[src/rtl/tight_acc_mm_ctrl.sv]
// Command sequencer between the tight accelerator command/response port and an NxN matrix-multiply engine.
// Optional STATUS opcode (5) is compiled in when TIGHT_ACC_MM_CTRL_STATUS_EN is defined.
`timescale 1ns/1ps
module tight_acc_mm_ctrl #(
  parameter int N  = 10,
  parameter int DW = 64,
  parameter int AW = $clog2(N*N)
) (
  input  logic          clk,
  input  logic          rst_n,
  input  logic          cmd_val,
  output logic          busy,
  input  logic [5:0]    cmd_opcode,
  input  logic [DW-1:0] cmd_config_data,
  output logic          resp_val,
  input  logic          resp_rdy,
  output logic [DW-1:0] resp_data,
  output logic          a_wr_en,
  output logic          b_wr_en,
  output logic [AW-1:0] wr_addr,
  output logic [DW-1:0] wr_data,
  output logic          eng_start,
  input  logic          eng_done,
  output logic          rd_en,
  output logic [AW-1:0] rd_addr,
  input  logic [DW-1:0] rd_data
);

  localparam logic [2:0] S_IDLE    = 3'd0;
  localparam logic [2:0] S_RUN     = 3'd1;
  localparam logic [2:0] S_RD_REQ  = 3'd2;
  localparam logic [2:0] S_RD_WAIT = 3'd3;
  localparam logic [2:0] S_RESP    = 3'd4;

  localparam logic [5:0] OP_MULT   = 6'd1;
  localparam logic [5:0] OP_FILLA  = 6'd2;
  localparam logic [5:0] OP_FILLB  = 6'd3;
  localparam logic [5:0] OP_READ   = 6'd4;
  localparam logic [5:0] OP_STATUS = 6'd5;

  localparam logic [AW-1:0] LAST_IDX = AW'(N*N-1);

  logic [2:0]    r_state;
  logic [AW-1:0] r_a_ptr, r_b_ptr, r_r_ptr;
  logic          r_a_full, r_b_full, r_res_valid;
  logic          r_stream;
  logic          r_resp_val, r_a_wr_en, r_b_wr_en, r_eng_start, r_rd_en;
  logic [DW-1:0] r_resp_data, r_wr_data;
  logic [AW-1:0] r_wr_addr, r_rd_addr;
  logic          w_accept;

  assign w_accept  = cmd_val && (r_state == S_IDLE);
  assign busy      = (r_state != S_IDLE);
  assign resp_val  = r_resp_val;
  assign resp_data = r_resp_data;
  assign a_wr_en   = r_a_wr_en;
  assign b_wr_en   = r_b_wr_en;
  assign wr_addr   = r_wr_addr;
  assign wr_data   = r_wr_data;
  assign eng_start = r_eng_start;
  assign rd_en     = r_rd_en;
  assign rd_addr   = r_rd_addr;

  // Command decode, operand streaming, engine sequencing and response handshake.
  always_ff @(posedge clk or negedge rst_n) begin
    if (!rst_n) begin
      r_state     <= S_IDLE;
      r_a_ptr     <= '0;
      r_b_ptr     <= '0;
      r_r_ptr     <= '0;
      r_a_full    <= 1'b0;
      r_b_full    <= 1'b0;
      r_res_valid <= 1'b0;
      r_stream    <= 1'b0;
      r_resp_val  <= 1'b0;
      r_resp_data <= '0;
      r_a_wr_en   <= 1'b0;
      r_b_wr_en   <= 1'b0;
      r_wr_addr   <= '0;
      r_wr_data   <= '0;
      r_eng_start <= 1'b0;
      r_rd_en     <= 1'b0;
      r_rd_addr   <= '0;
    end else begin
      r_a_wr_en   <= 1'b0;
      r_b_wr_en   <= 1'b0;
      r_eng_start <= 1'b0;
      r_rd_en     <= 1'b0;
      case (r_state)
        S_IDLE: begin
          if (w_accept) begin
            case (cmd_opcode)
              OP_FILLA: begin
                r_a_wr_en <= 1'b1;
                r_wr_addr <= r_a_ptr;
                r_wr_data <= cmd_config_data;
                if (r_a_ptr == LAST_IDX) begin
                  r_a_ptr  <= '0;
                  r_a_full <= 1'b1;
                end else begin
                  r_a_ptr <= r_a_ptr + AW'(1);
                end
              end
              OP_FILLB: begin
                r_b_wr_en <= 1'b1;
                r_wr_addr <= r_b_ptr;
                r_wr_data <= cmd_config_data;
                if (r_b_ptr == LAST_IDX) begin
                  r_b_ptr  <= '0;
                  r_b_full <= 1'b1;
                end else begin
                  r_b_ptr <= r_b_ptr + AW'(1);
                end
              end
              OP_MULT: begin
                if (r_a_full && r_b_full) begin
                  r_eng_start <= 1'b1;
                  r_res_valid <= 1'b0;
                  r_state     <= S_RUN;
                end else begin
                  r_resp_val  <= 1'b1;
                  r_resp_data <= '1;
                  r_state     <= S_RESP;
                end
              end
              OP_READ: begin
                if (r_res_valid) begin
                  r_r_ptr   <= '0;
                  r_stream  <= 1'b1;
                  r_rd_en   <= 1'b1;
                  r_rd_addr <= '0;
                  r_state   <= S_RD_REQ;
                end else begin
                  r_resp_val  <= 1'b1;
                  r_resp_data <= '1;
                  r_state     <= S_RESP;
                end
              end
`ifdef TIGHT_ACC_MM_CTRL_STATUS_EN
              OP_STATUS: begin
                r_resp_val  <= 1'b1;
                r_resp_data <= DW'({8'(r_a_ptr), 8'(r_b_ptr), 5'b0, r_a_full, r_b_full, r_res_valid});
                r_state     <= S_RESP;
              end
`endif
              default: begin
              end
            endcase
          end
        end
        S_RUN: begin
          // The start cycle itself cannot signal completion; a level-style done is only honoured afterwards.
          if (!r_eng_start && eng_done) begin
            r_state     <= S_IDLE;
            r_res_valid <= 1'b1;
            r_a_full    <= 1'b0;
            r_b_full    <= 1'b0;
            r_a_ptr     <= '0;
            r_b_ptr     <= '0;
          end
        end
        S_RD_REQ: r_state <= S_RD_WAIT;
        S_RD_WAIT: begin
          r_resp_data <= rd_data;
          r_resp_val  <= 1'b1;
          r_state     <= S_RESP;
        end
        S_RESP: begin
          if (resp_rdy) begin
            r_resp_val <= 1'b0;
            if (r_stream && (r_r_ptr != LAST_IDX)) begin
              r_r_ptr   <= r_r_ptr + AW'(1);
              r_rd_en   <= 1'b1;
              r_rd_addr <= r_r_ptr + AW'(1);
              r_state   <= S_RD_REQ;
            end else begin
              if (r_stream) begin
                r_res_valid <= 1'b0;
              end
              r_stream <= 1'b0;
              r_state  <= S_IDLE;
            end
          end
        end
        default: r_state <= S_IDLE;
      endcase
    end
  end

endmodule

[config.mk]
export PLATFORM = sky130hd
export DESIGN_NAME = tight_acc_mm_ctrl
export DESIGN_NICKNAME = d
export VERILOG_FILES = /design/src/rtl/tight_acc_mm_ctrl.sv
export SDC_FILE = /design/constraint.sdc
export NUM_CORES = 1
export LEC_CHECK = 0
export BUFFER_PORTS_ARGS = -buffer_cell sky130_fd_sc_hd__buf_2
export CAP_MARGIN = 40
export CORE_AREA = 2 2 123 125
export DETAILED_ROUTE_END_ITERATION = 16
export DIE_AREA = 0 0 125 127
export PLACE_DENSITY = 0.78
export SLEW_MARGIN = 20
export SYNTH_ARGS = -nofsm -noshare
export SYNTH_HDL_FRONTEND = slang
export SYNTH_SLANG_ARGS = --single-unit
[constraint.sdc]
create_clock -name clk -period 1.9 [get_ports clk]
set_input_delay 0.38 -clock clk [delete_from_list [all_inputs] [get_ports clk]]
set_output_delay 0.38 -clock clk [all_outputs]
set_load 0.03 [all_outputs]
==> flow_summary.yaml, run 1 <==
placed_design:
  gp_congestion: 0.900
  dp_hpwl_mm: 13.6
  dpl_cell_area_sq_mm: 0.00859
  place_ws_ps: -44.2
  io_buffers: 286
final_layout:
  synthToLayoutAreaGrowth_pct: 36.4
  layout.nets: 956
  final_area_sq_mm: 0.00933
  utilization: 0.647
  drive_above_1_share: 0.518
floorplan:
  initial_core_util: 0.474
  die_w_um: 125
  dieArea_sq_mm: 0.0159
  top_level_ports: 287
  rows: 44
  die_h_um: 127
  core_sq_mm: 0.0144
sta:
  fin_skew_ps: 7.84
  slew_headroom: 0.585
  finalCritPeriodShare: 0.988
  worst_slack_ps: 23.5
  rsz0062_at_grt: "yes"
  finalHoldViolCount: 0
  maxSlewViolCount: 0
  post-route-min-period_ps: 1880
  tightestPinTransition_ps: 620
  setup_viol: 0
  tns_ps: 0
  whs_ps: 184
  fmax_mhz: 533
critical_path:
  required_ps: 2250
  cp-end-kind: "register"
  cp-start-kind: "register"
  cp_max_fo: 10
  reg2reg_slack_ps: 20
  crit_type: "register to register"
  r2r-start: "r_state[0]"
  critPathLaunch: "r_state[0]"
  worstPathArrival_ps: 2220
drt:
  drc: 0
  drt_iter0_markers: 295
  routedWlPerCell_um: 18.6
  first_pass_iters: 4
  drtAntennaViolNets: 0
  post_drt_via_cell_ratio: 5.44
  vias: 5503
  wl_mm: 18.8
synthesis:
  syn_inst: 506
  synthTopCellsByCount: "dfrtp_1 (168), o22a_1 (67), mux2_2 (64)"
  synth_seq_area_share: 0.614
  synth_flop_cell: "dfrtp_1"
  syn-num-nets: 648
  synth_edf_count: 0
  ys_top_cells_by_area: "dfrtp_1 (61%), mux2_2 (11%), o22a_1 (8.6%)"
  yosysWarnings: 0
  synth-seq-cells: 168
  synth_top_area_frac: 0.614
  synth-async-reset-ratio: 1.00
  netlist_area_sq_mm: 0.00684
  synth_area_per_cell_sq_um: 13.5
  yosysMostFrequentCell: "dfrtp_1"
  ys_types: 49
  synth_top_area_cell: "dfrtp_1"
clock_tree:
  clk_pin_slew_ps: 70
  cts_root_buffer: "clkbuf_16"
  cts.sinks: 168
  clock_path_buffers: 2
  cts_buffers: 17
  cts_htree_levels: 4
  cts_tree: "done"
  insertion_delay_ps: 420
global_route:
  grt_pass1_vias: 5469
  grt_pass1_wl_mm: 28.8
  globalRouteOverflowTotal: 0
  antenna_found_initial: 1
  grt_usage: 0.230
  grt_max_degree: 60
power_and_ir_drop:
  switching_power_mw: 3.16
  p_leak_nw: 4.61
  internal_power_mw: 6.87
  swShare: 0.315
  power_frac_seq: 0.426
  p_per_area_mw_per_mm2: 1080
  comb_power_share: 0.218
  clkPwrFrac: 0.356
  irDropWorstVdd_mv: 0.603
status:
  status: "finished clean"
run:
  max_cap_violations: 0
worst_hold_path:
  min_from: "cmd_config_data[21]"
  hold_class: "input port to register"
final cells by class:
type	instances	area, sq um
Multi-Input combinational cell	300	2460
Timing Repair Buffer	317	1780
Clock buffer	17	425
Antenna cell	1	2.50
Fill cell	1070	5090
Inverter	10	37.5
Sequential cell	168	4210
Clock inverter	15	189
Tap cell	184	230
cells by family (layout without fill, tap and decap cells):
group	after synthesis	in the layout	share of synthesized area
compound gates	130	130	0.149
fa+ha+maj	3	3	0.00549
buf+inv	38	359	0.0282
flops	168	168	0.614
mux	76	76	0.123
other cells	0	1	0
simple gates	91	91	0.0796
flip-flops by register name, summed over array words and instances, names as in the netlist:
name	cells
resp_val	1
rd_addr	7
b_wr_en	1
eng_start	1
wr_addr	7
r_b_full	1
r_b_ptr	7
r_state	3
r_a_full	1
r_stream	1
wr_data	64
resp_data	64
r_a_ptr	7
rd_en	1
r_res_valid	1
a_wr_en	1
layout by cell type (no fill, tap or decap), drive strengths merged, types with 4 or more instances in the layout:
cell and count:
o31ai 10, buf 315, nor2 13, mux2 64
nor3b 4, o21ai 23, mux2i 12, o22a 67
a21oi 6, nand4 7, clkbuf 18, dfrtp 168
and3 9, nand3 13, nand2 15, nor3 6
a31oi 5, nor2b 6, inv 16
timing repair:
action                                 4_1_cts  5_1_grt
resized for setup                            2        6
buffers inserted                             1        7
setup endpoints to repair                    1       11
gates cloned                                 0        1
pin swaps                                    0        3
hold buffers                                 1        0
endpoints found under the hold margin       39        0
path summary, 6_finish.rpt:
path / end / cells after the start
worst max-delay path: r_a_ptr[6] / 5
worst min-delay path: wr_data[21] / 2
worst max register to register: r_a_ptr[6] / 5
worst min register to register: wr_addr[6] / 2
max in group asynchronous: resp_data[5] / 3
min in group asynchronous: r_a_full / 2
metrics by stage:
| step | std cells | power [mW] |
|---|---|---|
| 6_report | 1012 | 10.0 |
| 4_1_cts | 1003 | 10.1 |
| 3_5_place_dp | 969 | 6.52 |
| 5_1_grt | 1012 | 10.4 |
| 3_3_place_gp | 969 | 6.46 |
| 2_1_floorplan | 506 | 5.64 |
routing by layer:
metal  part of all wire  track usage
met5                  0            0
met4              0.039        0.114
met3              0.056       0.0582
met2               0.49        0.370
met1               0.41        0.293
power groups by stage:
stage / Clock, mW / Sequential, mW / Combinational [mW]
after global routing: 3.82 / 4.33 / 2.30
after detailed placement: 0 / 4.34 / 2.19
final: 3.57 / 4.27 / 2.18
after global placement: 0 / 4.31 / 2.15
after CTS: 3.64 / 4.27 / 2.20
after floorplan: 0 / 5.23 / 0.413
worst max-delay path: stages, from the launching register on:
cell and delay [ps]:
dfrtp_2 460, buf_4 160, and4bb_2 350, a31oi_4 170, or4_1 530, mux2i_1 140
Note: power is estimated with default switching activity, not from simulation.
==> run 2: changes to the inputs <==
==> config.mk (replaced) <==
export PLATFORM = sky130hd
export DESIGN_NAME = tight_acc_mm_ctrl
export DESIGN_NICKNAME = d
export VERILOG_FILES = /design/src/rtl/tight_acc_mm_ctrl.sv
export SDC_FILE = /design/constraint.sdc
export NUM_CORES = 1
export LEC_CHECK = 0
export CAP_MARGIN = 40
export CORE_AREA = 2 2 110 112
export DETAILED_ROUTE_END_ITERATION = 16
export DIE_AREA = 0 0 112 114
export DONT_BUFFER_PORTS = 1
export PLACE_DENSITY = 0.74
export SLEW_MARGIN = 20
export SYNTH_ARGS = -nofsm -noshare
export SYNTH_HDL_FRONTEND = slang
export SYNTH_SLANG_ARGS = --single-unit
==> flow_summary.yaml, run 2 (synthesis gave the netlist of run 1 again) <==
status:
  status: "finished, violations left"
  violations: "hold timing"
power_and_ir_drop:
  internal_power_mw: 6.22
  p_per_area_mw_per_mm2: 1180
  power_frac_seq: 0.583
  irDropWorstVdd_mv: 0.939
  swShare: 0.320
  p_leak_nw: 3.40
  comb_power_share: 0.053
  clkPwrFrac: 0.364
  switching_power_mw: 2.93
drt:
  routedWlPerCell_um: 25.0
  drtAntennaViolNets: 0
  vias: 4463
  drc: 0
  drt_iter0_markers: 400
  first_pass_iters: 5
  wl_mm: 17.1
  post_drt_via_cell_ratio: 6.50
clock_tree:
  cts_htree_levels: 4
  cts_root_buffer: "clkbuf_16"
  clock_path_buffers: 2
  cts.sinks: 168
  cts_buffers: 17
  clk_pin_slew_ps: 60
  insertion_delay_ps: 420
  ctsHoldBuffers: 1
  cts_tree: "done"
final_layout:
  layout.nets: 669
  n_antenna_cell: 0
  final_common_cell: "dfrtp_1"
  fill_cells: 838
  utilization: 0.661
  multi_input_area_sq_mm: 0.00247
  final_area_sq_mm: 0.00775
  drive_above_1_share: 0.259
  regArea_sq_mm: 0.00421
  synthToLayoutAreaGrowth_pct: 13.2
  final_cell_mix: "dfrtp_1 (167), o22a_1 (67), mux2_2 (64), buf_4 (26), o21ai_0 (23)"
global_route:
  grt_usage: 0.261
  grt_max_degree: 169
  grt_pass1_wl_mm: 25.4
  globalRouteOverflowTotal: 0
  antenna_found_initial: 0
  grt_pass1_vias: 4484
sta:
  rsz0062_at_grt: "no"
  tns_ps: 0
  maxSlewViolCount: 0
  finalHoldViolCount: 168
  tightestPinTransition_ps: 684
  whs_ps: -347
  slew_headroom: 0.544
  post-route-min-period_ps: 1860
  finalCritPeriodShare: 0.977
  setup_viol: 0
  fin_skew_ps: 6.67
  worst_slack_ps: 43.0
  fmax_mhz: 538
floorplan:
  top_level_ports: 287
  core_sq_mm: 0.0117
  die_w_um: 112
  die_h_um: 114
  initial_core_util: 0.584
  rows: 40
  dieArea_sq_mm: 0.0128
critical_path:
  cp-end-kind: "primary output"
  crit_type: "register to primary output"
  worstPathArrival_ps: 1480
  cpPeakStageDelay_ps: 480
  cp_max_fo: 10
  required_ps: 1520
  path_cells: "nor3_4, buf_4, inv_1"
  cp-start-kind: "register"
  cp_slowest_cell: "dfrtp_2"
run:
  max_cap_violations: 0
worst_hold_path:
  hold_class: "input port to async pin"
placed_design:
  dpl_cell_area_sq_mm: 0.00708
  dp_hpwl_mm: 11.8
  place_ws_ps: 54.2
  io_buffers: 0
  gp_congestion: 0.888
-- run 2: cell count changes in the layout (fill, tap and decap cells not counted), sizes merged --
cell	before	now
buf	315	28
bufinv	3	1
clkbuf	18	20
clkinv	3	4
diode	1	0
inv	16	15
-- run 2: worst paths after layout --
| kind | cells after the start | slack [ps] | start | end |
|---|---|---|---|---|
| max in group asynchronous | 0 | 1960 | rst_n | resp_data[10] |
| worst min-delay path | 0 | -350 | rst_n | r_b_ptr[0] |
| worst max-delay path | 3 | 40 | r_state[0] | busy |
| min in group clk | 1 | 50 | resp_rdy | r_state[2] |
| worst min register to register | 1 | 530 | r_a_full | r_a_full |
| worst max register to register | 6 | 80 | r_state[0] | resp_data[5] |
-- run 2: layer usage --
layer	GRT usage	up-vias	share of wire
met2	0.415	227	0.50
li1	-	1947	-
met5	0	-	0
met4	0.109	0	0.026
met3	0.100	29	0.092
met1	0.325	2260	0.38
-- run 2: timing repair --
action / 4_1_cts / 5_1_grt
hold endpoints to repair: 169 / 168
setup endpoints to repair: 1 / 61
gates cloned: 0 / 1
pin swaps: 1 / 3
gates resized for setup: 1 / 5
buffers inserted: 1 / 4
-- run 2: area by class of cell --
cell class                      count  share of cell area
Sequential cell                   168               0.543
Multi-Input combinational cell    300               0.319
Clock buffer                       19              0.0572
Timing Repair Buffer               30              0.0342
Tap cell                          147              0.0237
Clock inverter                     13              0.0179
Inverter                           10             0.00485
-- run 2: through the flow --
step	cells	total power, mW	hold slack, ps
floorplan	506	5.64	84.4
global placement	648	5.83	88.6
detailed placement	648	5.88	87.6
CTS	682	9.22	-369
global route	687	9.48	-377
finish	687	9.15	-347
-- run 2: critical path: cells and delay by family, from the launching register on --
kind,cells,cell delay [ps]
buffers and inverters,2,300
DFF,1,480
and+or+nand+nor,1,280
-- run 2: power groups by stage --
stage          Sequential, mW  Combinational, mW  Clock, mW
6_report                 5.34              0.489       3.33
5_1_grt                  5.38              0.539       3.56
4_1_cts                  5.34              0.492       3.39
3_5_place_dp             5.40              0.481          0
3_3_place_gp             5.39              0.443          0
2_1_floorplan            5.23              0.413          0
==> run 3: changes to the inputs <==
--- a/config.mk
+++ b/config.mk
@@ -6,11 +6,13 @@
 export NUM_CORES = 1
 export LEC_CHECK = 0
 export CAP_MARGIN = 40
-export CORE_AREA = 2 2 110 112
+export CELL_PAD_IN_SITES_DETAIL_PLACEMENT = 0
+export CELL_PAD_IN_SITES_GLOBAL_PLACEMENT = 1
+export CORE_AREA = 2 2 120 122
 export DETAILED_ROUTE_END_ITERATION = 16
-export DIE_AREA = 0 0 112 114
+export DIE_AREA = 0 0 122 124
 export DONT_BUFFER_PORTS = 1
-export PLACE_DENSITY = 0.74
+export PLACE_DENSITY = 0.79
 export SLEW_MARGIN = 20
 export SYNTH_ARGS = -nofsm -noshare
 export SYNTH_HDL_FRONTEND = slang
==> constraint.sdc (replaced) <==
create_clock -name clk -period 2.3 [get_ports clk]
set_input_delay 0.46 -clock clk [delete_from_list [all_inputs] [get_ports clk]]
set_output_delay 0.46 -clock clk [all_outputs]
set_load 0.03 [all_outputs]
==> flow_summary.yaml, run 3 (synthesis gave the netlist of run 1 again) <==
final_layout:
  n_antenna_cell: 0
  utilization: 0.556
  multi_input_area_sq_mm: 0.00246
  layout.nets: 652
  regArea_sq_mm: 0.00420
  drive_above_1_share: 0.229
  final_cell_mix: "dfrtp_1 (168), o22a_1 (67), mux2_2 (64), o21ai_0 (23), clkbuf_16 (17)"
  synthToLayoutAreaGrowth_pct: 11.5
  final_area_sq_mm: 0.00763
  final_common_cell: "dfrtp_1"
  fill_cells: 1120
placed_design:
  dp_hpwl_mm: 12.1
  io_buffers: 0
  dpl_cell_area_sq_mm: 0.00704
  gp_congestion: 0.795
floorplan:
  top_level_ports: 287
  die_w_um: 122
  core_sq_mm: 0.0137
  rows: 43
  die_h_um: 124
  initial_core_util: 0.499
  dieArea_sq_mm: 0.0151
global_route:
  antenna_found_initial: 0
  grt_pass1_vias: 4298
  grt_pass1_wl_mm: 24.3
  globalRouteOverflowTotal: 0
  grt_max_degree: 169
  grt_usage: 0.216
sta:
  fmax_mhz: 523
  slew_headroom: 0.501
  fin_skew_ps: 10.7
  finalHoldViolCount: 168
  whs_ps: -264
  tightestPinTransition_ps: 748
  rsz0062_at_grt: "no"
  post-route-min-period_ps: 1910
  maxSlewViolCount: 0
  setup_viol: 0
  tns_ps: 0
  finalCritPeriodShare: 0.831
status:
  violations: "hold timing"
  status: "finished, violations left"
power_and_ir_drop:
  p_leak_nw: 3.32
  p_per_area_mw_per_mm2: 996
  irDropWorstVdd_mv: 0.468
  total_power_mw: 7.60
critical_path:
  crit_type: "register to register"
  cpPeakStageDelay_ps: 410
  worstPathArrival_ps: 2220
  path_buf_inv: 1
  cp-start-kind: "register"
  cp-end-kind: "register"
  cp_slowest_cell: "dfrtp_1"
  path_delay_family: "simple AND/OR/NAND/NOR gates"
  path_cells: "nor3_4, nand4_1, buf_4, mux2_2"
  cp_max_fo: 59
  required_ps: 2610
  reg2reg_slack_ps: 390
drt:
  drt_iter0_markers: 354
  drc: 0
  drtAntennaViolNets: 0
  first_pass_iters: 4
  routedWlPerCell_um: 23.9
  vias: 4332
  wl_mm: 16.8
  post_drt_via_cell_ratio: 6.16
run:
  max_cap_violations: 0
clock_tree:
  cts_tree: "done"
  cts_htree_levels: 4
  cts.sinks: 168
  cts_root_buffer: "clkbuf_16"
  insertion_delay_ps: 420
  cts_resized: 0
  cts_buffers: 17
  clk_pin_slew_ps: 70
  clock_path_buffers: 2
  cts_setup_buffers: 0
worst_hold_path:
  hold_class: "input port to async pin"
-- run 3: changes by cell type in the layout (fill, tap and decap cells not counted), moves of 2 or more --
cell | before | now
buf_4 | 26 | 12
clkbuf_8 | 1 | 4
clkinvlp_4 | 3 | 1
inv_8 | 3 | 1
-- run 3: final cells by class --
cell class	instances	share of cell area
multi-input combinational	300	0.323
sequential	168	0.551
tap	180	0.0295
timing repair buffer	13	0.0144
clock inverter	10	0.0139
inverter	10	0.00492
clock buffer	22	0.0635
-- run 3: stage by stage --
stage / worst slack [ps] / hold slack (ps) / cells
after floorplan: 464 / 164 / 506
after global placement: 388 / 169 / 671
after detailed placement: 351 / 169 / 671
after CTS: 426 / -292 / 703
after global routing: 280 / -287 / 703
final: 389 / -264 / 703
-- run 3: final timing paths --
path                       depth (start not counted)        from    endpoint
max                                                4  r_state[1]  wr_data[1]
min                                                0       rst_n  r_b_ptr[3]
max reg2reg                                        4  r_state[1]  wr_data[1]
min reg2reg                                        2    r_b_full    r_b_full
max in group asynchronous                          0       rst_n     b_wr_en
min in group clk                                   1    resp_rdy  r_state[2]
-- run 3: where the power goes --
| group | switching [mW] | leakage (nW) | total [mW] | internal, mW |
|---|---|---|---|---|
| clock network | 1.19 | 0.290 | 2.82 | 1.63 |
| logic | 0.135 | 0.973 | 0.395 | 0.260 |
| registers | 1.06 | 2.06 | 4.39 | 3.32 |
-- run 3: layer usage --
layer  vias up  wire [um]  track usage
met5         -          0            0
met1      2194       6420        0.260
met4         0        412       0.0876
li1       1908          -            -
met3        32       1540       0.0902
met2       198       8390        0.344
